### src/rtl/pkt_gen_pkg.sv
// Shared types and helpers for the AXI-Stream packet generator.
package pkt_gen_pkg;

    typedef enum logic [1:0] {
        ST_IDLE  = 2'd0,
        ST_SEND  = 2'd1,
        ST_ABORT = 2'd2,
        ST_GAP   = 2'd3
    } pkt_state_t;

    localparam int PKT_IDX_BITS = 8;

    function automatic int bpb(input int data_width);
        return data_width / 8;
    endfunction

    function automatic int ceil_div(input int num, input int den);
        return (num + den - 1) / den;
    endfunction

endpackage

### src/rtl/axis_pkt_gen_if.sv
// AXI-Stream bus carrying tuser_mty (empty byte count on the last beat).
interface axis_pkt_gen_if #(
    parameter int DATA_WIDTH = 64,
    parameter int MTY_WIDTH  = 3
);
    logic                  tvalid;
    logic                  tready;
    logic [DATA_WIDTH-1:0] tdata;
    logic                  tlast;
    logic [MTY_WIDTH-1:0]  tuser_mty;

    modport master (output tvalid, output tdata, output tlast, output tuser_mty, input tready);
    modport slave  (input tvalid, input tdata, input tlast, input tuser_mty, output tready);
endinterface

### src/rtl/axis_beat_fmt.sv
// Builds one beat of the incrementing byte pattern: lane i carries base + offset + i,
// lanes past the end of the packet are zeroed.
module axis_beat_fmt
    import pkt_gen_pkg::*;
#(
    parameter int C_DATA_WIDTH = 64,
    parameter int C_MTY_WIDTH  = 3,
    parameter int C_LEN_BITS   = 16
) (
    input  logic [7:0]              pkt_base,
    input  logic [7:0]              byte_off,
    input  logic [C_LEN_BITS-1:0]   bytes_left,
    output logic [C_DATA_WIDTH-1:0] tdata,
    output logic                    tlast,
    output logic [C_MTY_WIDTH-1:0]  mty
);
    localparam int BPB = bpb(C_DATA_WIDTH);

    logic [7:0] beat_base;
    assign beat_base = pkt_base + byte_off;

    generate
        for (genvar gi = 0; gi < BPB; gi++) begin : g_lane
            assign tdata[gi*8 +: 8] = (bytes_left > C_LEN_BITS'(gi)) ? (beat_base + 8'(gi)) : 8'h00;
        end
    endgenerate

    assign tlast = (bytes_left <= C_LEN_BITS'(BPB));
    assign mty   = tlast ? C_MTY_WIDTH'(C_LEN_BITS'(BPB) - bytes_left) : '0;

endmodule

### src/rtl/axis_pkt_gen.sv
// AXI-Stream packet generator: configurable length/count/pattern, backpressure-aware,
// abandons a packet stalled mid-flight and signals the drop to the downstream queue.
module axis_pkt_gen
    import pkt_gen_pkg::*;
#(
    parameter int C_DATA_WIDTH  = 64,
    parameter int C_MTY_WIDTH   = 3,
    parameter int C_STALL_LIMIT = 8,
    parameter int C_IPG         = 2,
    parameter int C_LEN_BITS    = 16
) (
    input  logic                  aclk,
    input  logic                  areset,
    input  logic                  start,
    input  logic                  stop,
    input  logic [C_LEN_BITS-1:0] cfg_len,
    input  logic [15:0]           cfg_count,
    input  logic [7:0]            cfg_seed,
    axis_pkt_gen_if.master        m_axis,
    output logic                  drop_incmpt_pkt,
    output logic                  busy,
    output logic                  done,
    output logic [15:0]           sent_cnt,
    output logic [15:0]           drop_cnt
);
    localparam int BPB = bpb(C_DATA_WIDTH);
    localparam int SW  = $clog2(C_STALL_LIMIT + 1);
    localparam int GW  = (C_IPG > 1) ? $clog2(C_IPG) : 1;

    pkt_state_t                  state_q, state_d;
    logic [C_LEN_BITS-1:0]       len_q, len_d;
    logic [15:0]                 count_q, count_d;
    logic [7:0]                  seed_q, seed_d;
    logic [PKT_IDX_BITS-1:0]     pkt_idx_q, pkt_idx_d;
    logic [C_LEN_BITS-1:0]       off_q, off_d;
    logic [SW-1:0]               stall_q, stall_d;
    logic                        started_q, started_d;
    logic [15:0]                 run_q, run_d;
    logic [GW-1:0]               gap_q, gap_d;
    logic                        tvalid_q, tvalid_d;
    logic [C_DATA_WIDTH-1:0]     tdata_q, tdata_d;
    logic                        tlast_q, tlast_d;
    logic [C_MTY_WIDTH-1:0]      mty_q, mty_d;
    logic                        drop_q, drop_d;
    logic                        done_q, done_d;
    logic                        busy_q, busy_d;
    logic [15:0]                 sent_q, sent_d;
    logic [15:0]                 dropc_q, dropc_d;

    logic                        pkt_end;
    logic                        load_beat;
    logic [7:0]                  fmt_base;
    logic [7:0]                  fmt_off;
    logic [C_LEN_BITS-1:0]       fmt_left;
    logic [C_DATA_WIDTH-1:0]     fmt_tdata;
    logic                        fmt_tlast;
    logic [C_MTY_WIDTH-1:0]      fmt_mty;

    axis_beat_fmt #(
        .C_DATA_WIDTH (C_DATA_WIDTH),
        .C_MTY_WIDTH  (C_MTY_WIDTH),
        .C_LEN_BITS   (C_LEN_BITS)
    ) u_fmt (
        .pkt_base   (fmt_base),
        .byte_off   (fmt_off),
        .bytes_left (fmt_left),
        .tdata      (fmt_tdata),
        .tlast      (fmt_tlast),
        .mty        (fmt_mty)
    );

    always_comb begin
        state_d   = state_q;
        len_d     = len_q;
        count_d   = count_q;
        seed_d    = seed_q;
        pkt_idx_d = pkt_idx_q;
        off_d     = off_q;
        stall_d   = stall_q;
        started_d = started_q;
        run_d     = run_q;
        gap_d     = gap_q;
        tvalid_d  = tvalid_q;
        tdata_d   = tdata_q;
        tlast_d   = tlast_q;
        mty_d     = mty_q;
        drop_d    = 1'b0;
        done_d    = 1'b0;
        sent_d    = sent_q;
        dropc_d   = dropc_q;
        pkt_end   = 1'b0;
        load_beat = 1'b0;
        fmt_base  = seed_q + pkt_idx_q;
        fmt_off   = 8'd0;
        fmt_left  = len_q;

        case (state_q)
            ST_IDLE: begin
                if (start) begin
                    len_d     = (cfg_len == '0) ? C_LEN_BITS'(1) : cfg_len;
                    count_d   = cfg_count;
                    seed_d    = cfg_seed;
                    pkt_idx_d = '0;
                    run_d     = '0;
                    off_d     = '0;
                    stall_d   = '0;
                    started_d = 1'b0;
                    fmt_base  = cfg_seed;
                    fmt_left  = len_d;
                    load_beat = 1'b1;
                    state_d   = ST_SEND;
                end
            end
            ST_SEND: begin
                if (tvalid_q && m_axis.tready) begin
                    stall_d = '0;
                    if (tlast_q) begin
                        sent_d    = sent_q + 16'd1;
                        pkt_idx_d = pkt_idx_q + 8'd1;
                        run_d     = run_q + 16'd1;
                        tvalid_d  = 1'b0;
                        tlast_d   = 1'b0;
                        mty_d     = '0;
                        pkt_end   = 1'b1;
                    end else begin
                        // Present the following beat in the acceptance cycle: no bubble.
                        off_d     = off_q + C_LEN_BITS'(BPB);
                        started_d = 1'b1;
                        fmt_off   = off_d[7:0];
                        fmt_left  = len_q - off_d;
                        load_beat = 1'b1;
                    end
                end else if (tvalid_q && started_q) begin
                    stall_d = stall_q + SW'(1);
                    if (stall_d == SW'(C_STALL_LIMIT)) begin
                        state_d   = ST_ABORT;
                        tvalid_d  = 1'b0;
                        tlast_d   = 1'b0;
                        mty_d     = '0;
                        drop_d    = 1'b1;
                        dropc_d   = dropc_q + 16'd1;
                        pkt_idx_d = pkt_idx_q + 8'd1;
                        run_d     = run_q + 16'd1;
                    end
                end
            end
            ST_ABORT: begin
                pkt_end = 1'b1;
            end
            ST_GAP: begin
                if (stop) begin
                    done_d  = 1'b1;
                    state_d = ST_IDLE;
                end else if (gap_q == '0) begin
                    state_d   = ST_SEND;
                    off_d     = '0;
                    stall_d   = '0;
                    started_d = 1'b0;
                    load_beat = 1'b1;
                end else begin
                    gap_d = gap_q - GW'(1);
                end
            end
            default: state_d = ST_IDLE;
        endcase

        // Shared completion check after a finished or abandoned packet.
        if (pkt_end) begin
            if (((count_q != 16'd0) && (run_d == count_q)) || stop) begin
                done_d  = 1'b1;
                state_d = ST_IDLE;
            end else if (C_IPG == 0) begin
                state_d   = ST_SEND;
                off_d     = '0;
                stall_d   = '0;
                started_d = 1'b0;
                fmt_base  = seed_q + pkt_idx_d;
                load_beat = 1'b1;
            end else begin
                state_d = ST_GAP;
                gap_d   = GW'(C_IPG - 1);
            end
        end

        if (load_beat) begin
            tvalid_d = 1'b1;
            tdata_d  = fmt_tdata;
            tlast_d  = fmt_tlast;
            mty_d    = fmt_mty;
        end

        busy_d = (state_d != ST_IDLE);
    end

    always_ff @(posedge aclk or posedge areset) begin
        if (areset) begin
            state_q   <= ST_IDLE;
            len_q     <= '0;
            count_q   <= '0;
            seed_q    <= '0;
            pkt_idx_q <= '0;
            off_q     <= '0;
            stall_q   <= '0;
            started_q <= 1'b0;
            run_q     <= '0;
            gap_q     <= '0;
            tvalid_q  <= 1'b0;
            tdata_q   <= '0;
            tlast_q   <= 1'b0;
            mty_q     <= '0;
            drop_q    <= 1'b0;
            done_q    <= 1'b0;
            busy_q    <= 1'b0;
            sent_q    <= '0;
            dropc_q   <= '0;
        end else begin
            state_q   <= state_d;
            len_q     <= len_d;
            count_q   <= count_d;
            seed_q    <= seed_d;
            pkt_idx_q <= pkt_idx_d;
            off_q     <= off_d;
            stall_q   <= stall_d;
            started_q <= started_d;
            run_q     <= run_d;
            gap_q     <= gap_d;
            tvalid_q  <= tvalid_d;
            tdata_q   <= tdata_d;
            tlast_q   <= tlast_d;
            mty_q     <= mty_d;
            drop_q    <= drop_d;
            done_q    <= done_d;
            busy_q    <= busy_d;
            sent_q    <= sent_d;
            dropc_q   <= dropc_d;
        end
    end

    assign m_axis.tvalid    = tvalid_q;
    assign m_axis.tdata     = tdata_q;
    assign m_axis.tlast     = tlast_q;
    assign m_axis.tuser_mty = mty_q;
    assign drop_incmpt_pkt  = drop_q;
    assign busy             = busy_q;
    assign done             = done_q;
    assign sent_cnt         = sent_q;
    assign drop_cnt         = dropc_q;

endmodule
### src/flat_wrapper.sv
// flat-port wrapper written by rule: the top's interface ports become plain ports
module axis_pkt_gen_flat import pkt_gen_pkg::*;
#(
    parameter int C_DATA_WIDTH  = 64,
    parameter int C_MTY_WIDTH   = 3,
    parameter int C_STALL_LIMIT = 8,
    parameter int C_IPG         = 2,
    parameter int C_LEN_BITS    = 16
)
  (aclk, areset, start, stop, cfg_len, cfg_count, cfg_seed, drop_incmpt_pkt, busy, done, sent_cnt, drop_cnt, m_axis_tvalid, m_axis_tdata, m_axis_tlast, m_axis_tuser_mty, m_axis_tready);
  axis_pkt_gen_if m_axis_i ();
  input  logic aclk;
  input  logic areset;
  input  logic start;
  input  logic stop;
  input  logic [C_LEN_BITS-1:0] cfg_len;
  input  logic [15:0] cfg_count;
  input  logic [7:0] cfg_seed;
  output logic drop_incmpt_pkt;
  output logic busy;
  output logic done;
  output logic [15:0] sent_cnt;
  output logic [15:0] drop_cnt;
  output wire logic [$bits(m_axis_i.tvalid)-1:0] m_axis_tvalid;
  output wire logic [$bits(m_axis_i.tdata)-1:0] m_axis_tdata;
  output wire logic [$bits(m_axis_i.tlast)-1:0] m_axis_tlast;
  output wire logic [$bits(m_axis_i.tuser_mty)-1:0] m_axis_tuser_mty;
  input wire logic [$bits(m_axis_i.tready)-1:0] m_axis_tready;
  assign m_axis_tvalid = m_axis_i.tvalid;
  assign m_axis_tdata = m_axis_i.tdata;
  assign m_axis_tlast = m_axis_i.tlast;
  assign m_axis_tuser_mty = m_axis_i.tuser_mty;
  assign m_axis_i.tready = m_axis_tready;
  axis_pkt_gen #(.C_DATA_WIDTH(C_DATA_WIDTH), .C_MTY_WIDTH(C_MTY_WIDTH), .C_STALL_LIMIT(C_STALL_LIMIT), .C_IPG(C_IPG), .C_LEN_BITS(C_LEN_BITS)) u_core (.aclk(aclk), .areset(areset), .start(start), .stop(stop), .cfg_len(cfg_len), .cfg_count(cfg_count), .cfg_seed(cfg_seed), .m_axis(m_axis_i), .drop_incmpt_pkt(drop_incmpt_pkt), .busy(busy), .done(done), .sent_cnt(sent_cnt), .drop_cnt(drop_cnt));
endmodule
### config.mk
export PLATFORM = sky130hd
export DESIGN_NAME = axis_pkt_gen_flat
export DESIGN_NICKNAME = d
export VERILOG_FILES = /design/src/rtl/pkt_gen_pkg.sv /design/src/rtl/axis_pkt_gen_if.sv /design/src/rtl/axis_beat_fmt.sv /design/src/rtl/axis_pkt_gen.sv /design/src/flat_wrapper.sv
export SDC_FILE = /design/constraint.sdc
export NUM_CORES = 1
export LEC_CHECK = 0
export CELL_PAD_IN_SITES_DETAIL_PLACEMENT = 2
export CELL_PAD_IN_SITES_GLOBAL_PLACEMENT = 2
export CORE_AREA = 2 2 188 190
export DETAILED_ROUTE_END_ITERATION = 7
export DIE_AREA = 0 0 190 192
export GPL_TIMING_DRIVEN = 1
export PLACE_DENSITY_LB_ADDON = 0.1
export SETUP_SLACK_MARGIN = 0.02
export SLEW_MARGIN = 20
export SYNTH_ARGS = -nofsm -noshare
export SYNTH_HDL_FRONTEND = slang
export SYNTH_SLANG_ARGS = --single-unit
### constraint.sdc
create_clock -name aclk -period 7.95 [get_ports aclk]
set_input_delay 1.1925 -clock aclk [delete_from_list [all_inputs] [get_ports aclk]]
set_output_delay 1.1925 -clock aclk [all_outputs]
set_load 0.01 [all_outputs]
# [Yosys cells after proc, flatten, opt, wreduce, memory -nomap -nowiden]
# Index checks and enable logic that the tools add are counted.
[word_totals] ff_bits=192 latchBits=0 ramBits=0 rom_bits=0 in_bits=45 wordCells=177 memories=0
[op_classes] addsub=18 multipliers=0 div=0 order_cmp=9 eq_ne=14 shift=0 mux=95 bitwise_logic=1 n_reduce_logical=21
[op_table] cell="$mux 16" n=14
[op_table] cell="$mux 8" n=18
[op_table] cell="$gt 16x3->1 const B" n=4
[op_table] cell="$pmux 16 s2" n=2
[op_table] cell="$add 16x1->16 const B" n=3
[op_table] cell="$pmux 16 s3" n=1
[op_table] cell="$mux 1" n=34
[op_table] cell="$add 8x3->8 const B" n=4
[op_table] cell="$gt 16x1->1 const B" n=2
[op_table] cell="$gt 16x2->1 const B" n=2
[op_table] cell="$mux 3" n=7
[op_table] cell="$mux 4" n=5
[op_table] cell="$add 16x4->16 const B" n=1
[op_table] cell="$add 8x1->8 const B" n=2
[op_table] cell="$add 8x2->8 const B" n=2
[op_table] cell="$add 8x8->8" n=2
[op_table] cell="$eq 16x16->1" n=1
[op_table] cell="$le 16x4->1 const B" n=1
[op_table] cell="$logic_not 16->1" n=1
[op_table] cell="$mux 2" n=8
[op_table] cell="$pmux 8 s2" n=1
[op_table] cell="$reduce_bool 16->1" n=1
[op_table] cell="$sub 16x16->16" n=1
[op_table] cell="$pmux 4 s3" n=1
[op_table] cell="24 further kinds" n=40

# [Depth between registers and ports, before layout]
# Gate-level depths: netlist of run 1.
[logic_depth] word_depth=12 ltp_mapped=19 ltp_nobuf=17

# [Hierarchy]
# A second synthesis of run 1 with hierarchy kept.
[unflattened] cells_unflattened=1262 area_unflattened_um2=11601.1
[by_module_without_submodules] mod="axis_pkt_gen" instances=1 cells_per_inst=1039 area_each_um2=10048.4
[by_module_without_submodules] mod="axis_beat_fmt" instances=1 cells_per_inst=223 area_each_um2=1552.7

# [Worst setup path after synthesis of run 1]
# Ideal clock, no wire load.
[synth_timing] path_type="input to register" startpoint="input start" endpoint="register u_core.tdata_q[54] (netlist: u_core.m_axis.tdata[54])" arrival_ns=4.555 required_time_ns=7.868 path_slack_ns=3.313 path_stages=13 path_buffers=4 cell_sequence="clkbuf_1 > and2_1 > clkbuf_1 > clkbuf_1 > o21ai_0 > ha_1 > xor2_1 > ha_1 > clkbuf_1 > a21oi_1 > or3_1 > a31o_2 > a31oi_1"
[synth_between] elab_chain_cells=5 word_cells_on_any_way=10 classes_between="2 x add/sub; 1 x order compare; 7 x mux"
[synth_lines] element="start: declaration" line_no="flat_wrapper.sv:14" rtl="input logic start;"
[synth_lines] element="$mux 8" line_no="axis_pkt_gen.sv:99" rtl="if (start) begin"
[synth_lines] element="$mux 8" line_no="axis_pkt_gen.sv:97" rtl="case (state_q)"
[synth_lines] element="$add 8x8->8" line_no="axis_beat_fmt.sv:20" rtl="assign beat_base = pkt_base + byte_off;"
[synth_lines] element="$add 8x3->8" line_no="axis_beat_fmt.sv:24" rtl="assign tdata[gi*8 +: 8] = (bytes_left > C_LEN_BITS'(gi)) ? (beat_base + 8'(gi)) : 8'h00;"
[synth_lines] element="$mux 8" line_no="axis_beat_fmt.sv:24"
[synth_lines] element="end signal: assignment" line_no="axis_pkt_gen.sv:228" rtl="tdata_q <= tdata_d;"
[synth_lines] element="end: declaration" line_no="axis_pkt_gen.sv:41" rtl="logic [C_DATA_WIDTH-1:0] tdata_q, tdata_d;"
# Several ways; a longest one is shown, not always the timed one.
# A chain may end at the register's enable or synchronous reset.

# [Final worst setup path of run 1]
[layout_timing] startpoint="input m_axis_tready" endpoint="register u_core.tdata_q[55] (netlist: u_core.m_axis.tdata[55])"
[layout_between] elab_chain_cells=6 word_cells_on_any_way=11 classes_between="2 x add/sub; 1 x order compare; 7 x mux; 1 x reduce/logical"
[layout_lines] element="start: declaration" line_no="flat_wrapper.sv:28" rtl="input wire logic [$bits(m_axis_i.tready)-1:0] m_axis_tready;"
[layout_lines] element="$logic_and 1x1->1 *" line_no="axis_pkt_gen.sv:115" rtl="if (tvalid_q && m_axis.tready) begin"
[layout_lines] element="$mux 8" line_no="axis_pkt_gen.sv:115"
[layout_lines] element="$mux 8" line_no="axis_pkt_gen.sv:97"
[layout_lines] element="$add 8x8->8" line_no="axis_beat_fmt.sv:20"
[layout_lines] element="$add 8x3->8" line_no="axis_beat_fmt.sv:24"
[layout_lines] element="$mux 8" line_no="axis_beat_fmt.sv:24"
# Mark *: on every way between the ends. The rest lies on a longest branch, timed or not.

==> parameters.txt, run 1 <==
Parameter                              Value

Floorplan
  Boundary pin count    ~150
  Floorplan die width    190 um
  DIE AREA    approximately 36000 sq um
  Starting density of the core    33.6%
  Die H    roughly 190 um
  Number of standard-cell rows in the floorplan    68
  Placeable core region    roughly 34000 sq um

Critical path
  CP endpoint    u_core.m_axis.tdata[55]$_DFFE_PP0P_
  Crit Path Category    primary input to register
  Critical R2R Launch    u_core.state_q[1]$_DFF_PP0_
  Source of the critical timing path    m_axis_tready
  Critical path endpoint category    register
  Arrival time worst endpoint    5460 ps
  Internal reg-to-reg setup slack    between 3000 and 4000 ps
  Ordered cell list for the critical path    clkdlybuf4s50_1 > and3b_1 > nand2_1 > nor2_1 > ha_1 > inv_1 > or4b_2 > nand4_1 > nand3_1 > or3_1 > a31oi_1 > a31oi_1
  R2r worst-path depth    13
  Element type at the critical path start    primary input
  Max FO, Critical Path    16
  Endpoint of the worst register-to-register path    u_core.m_axis.tdata[55]$_DFFE_PP0P_
  Worst path slowest cell    sky130_fd_sc_hd__clkdlybuf4s50_1
  Biggest cell delay along the critical path    740 ps
  CP Data Required Time    between 8000 and 9000 ps
  CP dominant cell by count    sky130_fd_sc_hd__a31oi_1

Synth
  Cell area after technology mapping    approximately 12000 sq um
  Number of synthesized register bits    between 150 and 200
  Async S/R FF share, synth    100%
  Cell type with the largest total area after synthesis    sky130_fd_sc_hd__dfrtp_1
  Share of the synthesized area in the top cell type    41.1%
  Largest family of logic cells by synthesized area    simple AND/OR/NAND/NOR gates
  Warnings, synthesis    0
  Fraction of the yosys area taken by sequential cells    between 40% and 50%
  Compound-Gate Fraction of Synth Area    between 10% and 20%
  Post-Synth Simple-Gate Area    between 20% and 30%
  Post-synth EDFFs    0
  Synth top area cells    sky130_fd_sc_hd__dfrtp_1, sky130_fd_sc_hd__nand2_1, sky130_fd_sc_hd__ha_1
  Adder-Cell Fraction of Synth Area    roughly 5.9%
  Parity-gate share of the synthesized area counting xor and xnor cells    under 10%
  Mean cell area of the mapped netlist    about 8.8 sq um
  Library cells used by synthesis    85
  Cells after synthesis    about 1300
  Most used flip-flop cell after synthesis    sky130_fd_sc_hd__dfrtp_1
  Mux share of post-synthesis cell area    under 10%

Place
  Placement-stage worst setup slack    approximately 2400 ps
  Gpl congestion    between 0.8 and 0.9
  Half-perimeter wire length after detailed placement    slightly below 30000 um
  Port bufs    around 150
  Instance count after placement with tap cells included    approximately 1900
  Dpl cell area    13400 sq um

Clock tree
  # hold bufs at CTS    0
  Clock network latency to the later pin of the worst-skew pair    460 ps
  Largest buffer count on any clock path    2
  Number of CTS-inserted buffers    17
  Number of clock sinks    ~190
  Clock tree from TritonCTS    yes
  Number of buffers added for setup after CTS    0
  Register clock-pin slew on the reported worst setup and hold paths    roughly 70 ps
  CTS Root Buffer Type    sky130_fd_sc_hd__clkbuf_16
  Post-CTS sizing    0
  H-tree lvl count    4

Timing
  RSZ-0062 raised after global routing    no
  Clock period minus final worst setup slack    5160 ps
  Total Neg Setup Slack    0 ps
  Maximum clock rate    around 190 MHz
  Number of setup violations in the final report    0
  Rel. slew slack    29.0%
  Portion of the clock cycle consumed by the worst path in the final layout    roughly two thirds
  Worst Tran Pin Value    about 1100 ps
  Hold violation total from the final report    0
  Fin. max-slew vios    0
  Worst Skew    approximately 12 ps
  Worst-case hold slack    roughly 470 ps
  Worst Setup Slack, final    roughly 2800 ps

Power and ir drop
  Final Total Pwr    6.99 mW
  P per Cell Area    approximately 500 nW/um^2
  IR drop worst, VDD    roughly 0.25 mV
  Sequential share of power    between 20% and 30%
  Design internal power    3.49 mW
  Power spent charging and discharging nets    around 3.5 mW
  Switching power as a share of total power    about 50%
  Combinational Power Share    around 64%
  Lkg Pwr    ~6.0 nW
  Clock power frac    approximately an eighth

Routing
  Number of DRC violations after detailed routing    0
  Pre-Repair DR Iteration Count    4
  Via Count    ~10000
  Detailed router's first-iteration violation count    ~440
  Number of nets with antenna violations after routing    0
  Final routed wirelength across all metal layers    40200 um
  Detail-routed via count per cell    between 5 and 6
  Post-detailed-route wirelength per cell    approximately 21 um

Cells and area
  Non-filler instance count after layout    1900
  Area growth from synthesis to final layout    21.8%
  Commonest cells after routing, fill and taps aside    sky130_fd_sc_hd__nand2_1, sky130_fd_sc_hd__dfrtp_1, sky130_fd_sc_hd__clkdlybuf4s50_1
  Number of nets in the layout    1530
  Final cell utilization of the core    between 40% and 50%
  Count of filler cells inserted in the layout    around 3800
  Antenna diodes    0
  Leading cell type in the layout, fill and taps excluded    sky130_fd_sc_hd__nand2_1
  Share of final-layout standard cells stronger than drive strength 1    around 5.6%
  Layout Cell Area excl Fill    14000 sq um

GRT
  First-pass GRT wire length    roughly 65000 um
  Overall overflow remaining after global route    0
  Antenna violations before repair    0
  Total routing resource utilization after global routing    22.7%
  Vias in the first global route    between 10000 and 15000
  Pin count of the biggest net entering global routing    between 100 and 150

Outcome
  Outcome    complete, no violations

Job
  Count of max-cap constraint violations    0

Worst hold path
  Hold Path Class    register to register
==> kinds of logic (layout without fill, tap and decap cells) <==
group	Yosys count	after routing
compound gates	321	321
xor+xnor	105	105
fa+ha+maj	53	53
buf+inv	102	231
flops	189	189
mux	27	27
other cells	2	6
simple gates	513	513
==> worst min-delay path by stage <==
stage | start | cells past startpoint | to
floorplan | u_core.stall_q[3]$_DFFE_PP0P_ | 1 | u_core.stall_q[3]$_DFFE_PP0P_
global placement | u_core.drop_cnt[15]$_DFFE_PP0P_ | 1 | u_core.drop_cnt[15]$_DFFE_PP0P_
detailed placement | u_core.drop_cnt[15]$_DFFE_PP0P_ | 1 | u_core.drop_cnt[15]$_DFFE_PP0P_
CTS | u_core.drop_cnt[15]$_DFFE_PP0P_ | 1 | u_core.drop_cnt[15]$_DFFE_PP0P_
global route | u_core.sent_cnt[15]$_DFFE_PP0P_ | 1 | u_core.sent_cnt[15]$_DFFE_PP0P_
finish | u_core.drop_cnt[15]$_DFFE_PP0P_ | 1 | u_core.drop_cnt[15]$_DFFE_PP0P_
==> worst max-delay path, delay by kind of cell <==
kind / cells / cell delay [ps]
buffers and inverters: 2 / 820
AOI/OAI and AO/OA: 2 / 230
and+or+nand+nor: 7 / 2910
adders and majority gates: 1 / 290
==> sequential cells by signal, summed over array words and instances (netlist names), 3 cells and up <==
signal,count
u_core.pkt_idx_q,8
u_core.m_axis.tuser_mty,3
u_core.sent_cnt,16
u_core.run_q,16
u_core.seed_q,8
u_core.drop_cnt,16
u_core.off_q,13
u_core.count_q,16
u_core.stall_q,4
u_core.len_q,16
u_core.m_axis.tdata,64
==> per-layer routing <==
| layer | up-vias | share of wire [%] | track usage (%) |
|---|---|---|---|
| li1 | 4870 | - | - |
| met1 | 5255 | 47 | 30.3 |
| met2 | 155 | 49 | 38.4 |
| met3 | 38 | 2.6 | 2.70 |
| met4 | 0 | 2.0 | 7.10 |
| met5 | - | 0 | 0 |
==> cell usage after synthesis, types with 14 or more instances <==
cell type                  number
sky130_fd_sc_hd__o21ai_0       73
sky130_fd_sc_hd__xor2_1        50
sky130_fd_sc_hd__inv_1         37
sky130_fd_sc_hd__dfrtp_1      189
sky130_fd_sc_hd__nand3_1       40
sky130_fd_sc_hd__nor3_1        23
sky130_fd_sc_hd__nor2_1       102
sky130_fd_sc_hd__a31oi_1       28
sky130_fd_sc_hd__xnor2_1       54
sky130_fd_sc_hd__a21oi_1       99
sky130_fd_sc_hd__mux2i_1       25
sky130_fd_sc_hd__nand2_1      226
sky130_fd_sc_hd__clkbuf_1      38
sky130_fd_sc_hd__nand4_1       33
sky130_fd_sc_hd__o31ai_1       14
sky130_fd_sc_hd__buf_2         15
sky130_fd_sc_hd__ha_1          51
==> power groups by stage <==
stage	logic, mW	clock network [mW]	registers [mW]
finish	4.47	0.874	1.64
CTS	4.53	0.904	1.65
detailed placement	4.49	0	1.67
global placement	4.34	0	1.66
global route	5.00	0.936	1.69
floorplan	2.95	0	1.61
==> area by class of cell <==
cell class / count / area, sq um / area share, %
Inverter: 38 / 150 / 1.07
Clock buffer: 17 / 425 / 3.03
Clock inverter: 15 / 154 / 1.10
Multi-Input combinational cell: 1025 / 6420 / 45.8
Timing Repair Buffer: 161 / 1580 / 11.3
Sequential cell: 189 / 4730 / 33.7
Tap cell: 455 / 569 / 4.06
Power figures use the tool's default switching activity.
==> inputs of run 2 (changes only) <==
--- a/config.mk
+++ b/config.mk
@@ -7,9 +7,9 @@
 export LEC_CHECK = 0
 export CELL_PAD_IN_SITES_DETAIL_PLACEMENT = 2
 export CELL_PAD_IN_SITES_GLOBAL_PLACEMENT = 2
-export CORE_AREA = 2 2 188 190
+export CORE_AREA = 2 2 196 198
 export DETAILED_ROUTE_END_ITERATION = 7
-export DIE_AREA = 0 0 190 192
+export DIE_AREA = 0 0 198 200
 export GPL_TIMING_DRIVEN = 1
 export PLACE_DENSITY_LB_ADDON = 0.1
 export SETUP_SLACK_MARGIN = 0.02
==> constraint.sdc (replaced) <==
create_clock -name aclk -period 4.4 [get_ports aclk]
set_input_delay 0.66 -clock aclk [delete_from_list [all_inputs] [get_ports aclk]]
set_output_delay 0.66 -clock aclk [all_outputs]
set_load 0.01 [all_outputs]
==> parameters.txt, run 2 (synthesis results as in run 1) <==
Parameter                              Value

Place
  Instance count after placement with tap cells included    1949 (+4.3%)
  Gpl congestion    0.787 (-2.5%)
  Port bufs    148 (unchanged)
  Placement-stage worst setup slack    145 ps (-2220 ps)
  Half-perimeter wire length after detailed placement    31000 um (+4.7%)

Timing
  Worst Tran Pin Value    896 ps (-165 ps)
  Number of setup violations in the final report    0 (unchanged)
  Total Neg Setup Slack    0 ps (unchanged)
  Worst Setup Slack, final    289 ps (-2500 ps)
  Fin. max-slew vios    0 (unchanged)
  Worst Skew    12.3 ps (+0.450 ps)
  Portion of the clock cycle consumed by the worst path in the final layout    between 90% and 100%
  RSZ-0062 raised after global routing    no
  Rel. slew slack    40.1% (+11 points)
  Maximum clock rate    around 240 MHz
  Clock period minus final worst setup slack    between 4000 and 5000 ps
  Hold violation total from the final report    0 (unchanged)

Routing
  Number of nets with antenna violations after routing    0 (unchanged)
  Post-detailed-route wirelength per cell    20.9 um (-1.1%)
  Number of DRC violations after detailed routing    0 (unchanged)
  Via Count    10414 (+0.93%)
  Detail-routed via count per cell    5.25 (-3.3%)
  Pre-Repair DR Iteration Count    4 (unchanged)
  Detailed router's first-iteration violation count    475 (+8.2%)
  Final routed wirelength across all metal layers    41500 um (+3.2%)

Clock tree
  Number of clock sinks    189 (unchanged)
  Register clock-pin slew on the reported worst setup and hold paths    80 ps (about the same)
  # hold bufs at CTS    0 (unchanged)
  Clock network latency to the later pin of the worst-skew pair    460 ps (about the same)
  H-tree lvl count    4 (unchanged)
  Number of CTS-inserted buffers    17 (unchanged)
  CTS Root Buffer Type    sky130_fd_sc_hd__clkbuf_16
  Clock tree from TritonCTS    yes
  Largest buffer count on any clock path    2 (unchanged)

Cells and area
  Area growth from synthesis to final layout    25.3%
  Commonest cells after routing, fill and taps aside    sky130_fd_sc_hd__nand2_1, sky130_fd_sc_hd__dfrtp_1, sky130_fd_sc_hd__clkdlybuf4s50_1
  Max reg flops    64 (unchanged)
  Share of final-layout standard cells stronger than drive strength 1    7.40% (+1.8 points)
  Non-filler instance count after layout    1984 (+4.4%)
  Count of filler cells inserted in the layout    4147 (+11%)
  Leading cell type in the layout, fill and taps excluded    sky130_fd_sc_hd__nand2_1
  Number of nets in the layout    1558 (+1.8%)
  Antenna diodes    0 (unchanged)

Floorplan
  Floorplan die width    198 um (+4.2%)
  Number of standard-cell rows in the floorplan    71 (+4.4%)
  Placeable core region    37400 sq um (+9.1%)
  Starting density of the core    30.8% (-2.8 points)
  Die H    200 um (+4.2%)
  DIE AREA    39600 sq um (+8.6%)
  Boundary pin count    149 (unchanged)

Power and ir drop
  Clock power frac    13.1% (+0.6 points)
  Lkg Pwr    6.20 nW (+3.1%)
  P per Cell Area    912 nW/um^2 (+83%)
  Design internal power    6.66 mW (+90%)
  Power spent charging and discharging nets    6.50 mW (+86%)
  Sequential share of power    22.5% (-1.0 points)
  Final Total Pwr    13.2 mW (+88%)
  Switching power as a share of total power    49.4% (-0.62 points)
  Combinational Power Share    64.4% (+0.4 points)
  IR drop worst, VDD    0.595 mV (+140%)

Critical path
  Worst path slowest cell    sky130_fd_sc_hd__or4b_2
  Ordered cell list for the critical path    ha_1 > fa_1 > a21o_1 > a21oi_2 > o21bai_1 > a21oi_1 > xor2_1 > o21ai_0 > ha_1 > or4b_2 > nand4_1 > buf_6 > nand4_1 > xor2_1 > mux2i_1 > a31oi_1
  Sum of buffers and inverters on the critical path    1 (-1)
  Top Family by Delay on Critical Path    adder cells
  Crit Path Category    register to register
  Biggest cell delay along the critical path    660 ps (-80 ps)
  Arrival time worst endpoint    4410 ps (-1050 ps)
  Max FO, Critical Path    12 (-4)
  CP Data Required Time    4690 ps (-3560 ps)
  Element type at the critical path start    register
  Critical path endpoint category    register

GRT
  Overall overflow remaining after global route    0 (unchanged)
  First-pass GRT wire length    66700 um (+3.0%)
  Vias in the first global route    11443 (+1.1%)
  Antenna violations before repair    0 (unchanged)
  Pin count of the biggest net entering global routing    80 (-37%)
  Total routing resource utilization after global routing    21.9% (-0.84 points)

Outcome
  Outcome    complete, no violations

Job
  Count of max-cap constraint violations    0 (unchanged)

Worst hold path
  Hold Path Class    register to register
run 2: changes by cell type in the layout (fill, tap and decap cells not counted), sizes merged:
cell,before,now
clkinvlp,3,1
clkinv,5,7
buf,13,41
inv,44,42
bufinv,1,3
run 2: cell type report:
cell class	count	area, sq um	area share, %
clock buffers	17	425	2.95
clock inverters	15	206	1.43
inverters	38	146	1.01
multi-input cells	1025	6420	44.5
flip-flops and latches	189	4730	32.8
well taps	511	639	4.43
repair buffers	189	1860	12.9
run 2: path summary, 6_finish.rpt:
path / from / end / slack [ps] / cells after the start
hold / removal: u_core.sent_cnt[15]$_DFFE_PP0P_ / u_core.sent_cnt[15]$_DFFE_PP0P_ / 480 / 1
setup / recovery: u_core.pkt_idx_q[0]$_DFFE_PP0P_ / u_core.m_axis.tdata[39]$_DFFE_PP0P_ / 290 / 16
max in group asynchronous: areset / u_core.pkt_idx_q[7]$_DFFE_PP0P_ / 2730 / 3
min in group asynchronous: areset / u_core.m_axis.tdata[24]$_DFFE_PP0P_ / 720 / 2
hold reg to reg: u_core.sent_cnt[15]$_DFFE_PP0P_ / u_core.sent_cnt[15]$_DFFE_PP0P_ / 480 / 1
setup reg to reg: u_core.pkt_idx_q[0]$_DFFE_PP0P_ / u_core.m_axis.tdata[39]$_DFFE_PP0P_ / 290 / 16
run 2: per-layer routing:
metal  track usage, %  wire [um]  vias up
li1                 -          -     4925
met1             29.8      20100     5316
met3             2.96        974       28
met5                0          0        -
met4             5.37        728        0
met2             36.7      19600      145
run 2: repair_timing:
item	in CTS	in global routing
endpoints found under the hold margin	0	0
gates resized for setup	0	2
setup buffers	0	3
endpoints found under the setup margin	0	11
run 2: through the flow:
step / hold WS [ps] / cell area [sq um] / util, %
6_report: 479 / 14400 / 38.6
5_1_grt: 515 / 14400 / 38.6
4_1_cts: 482 / 14400 / 38.5
3_5_place_dp: 466 / 13800 / 36.8
3_3_place_gp: 459 / 13800 / 36.8
2_1_floorplan: 450 / 11500 / -
run 2: worst reg2reg max path, cell delays in order (launching register included):
cell	delay [ps]
sky130_fd_sc_hd__dfrtp_1	420
sky130_fd_sc_hd__ha_1	260
sky130_fd_sc_hd__fa_1	420
sky130_fd_sc_hd__a21o_1	190
sky130_fd_sc_hd__a21oi_2	170
sky130_fd_sc_hd__o21bai_1	80
sky130_fd_sc_hd__a21oi_1	210
sky130_fd_sc_hd__xor2_1	160
sky130_fd_sc_hd__o21ai_0	110
sky130_fd_sc_hd__ha_1	350
sky130_fd_sc_hd__or4b_2	660
sky130_fd_sc_hd__nand4_1	200
sky130_fd_sc_hd__buf_6	190
sky130_fd_sc_hd__nand4_1	130
sky130_fd_sc_hd__xor2_1	160
sky130_fd_sc_hd__mux2i_1	170
sky130_fd_sc_hd__a31oi_1	70
run 2: power by group through the flow:
stage / Clock, mW / Combinational (mW) / Sequential, mW
after floorplan: 0 / 5.33 / 2.91
after global placement: 0 / 8.17 / 2.99
after detailed placement: 0 / 8.39 / 3.01
after CTS: 1.78 / 8.47 / 2.98
after global routing: 1.83 / 9.50 / 3.05
final: 1.72 / 8.47 / 2.96
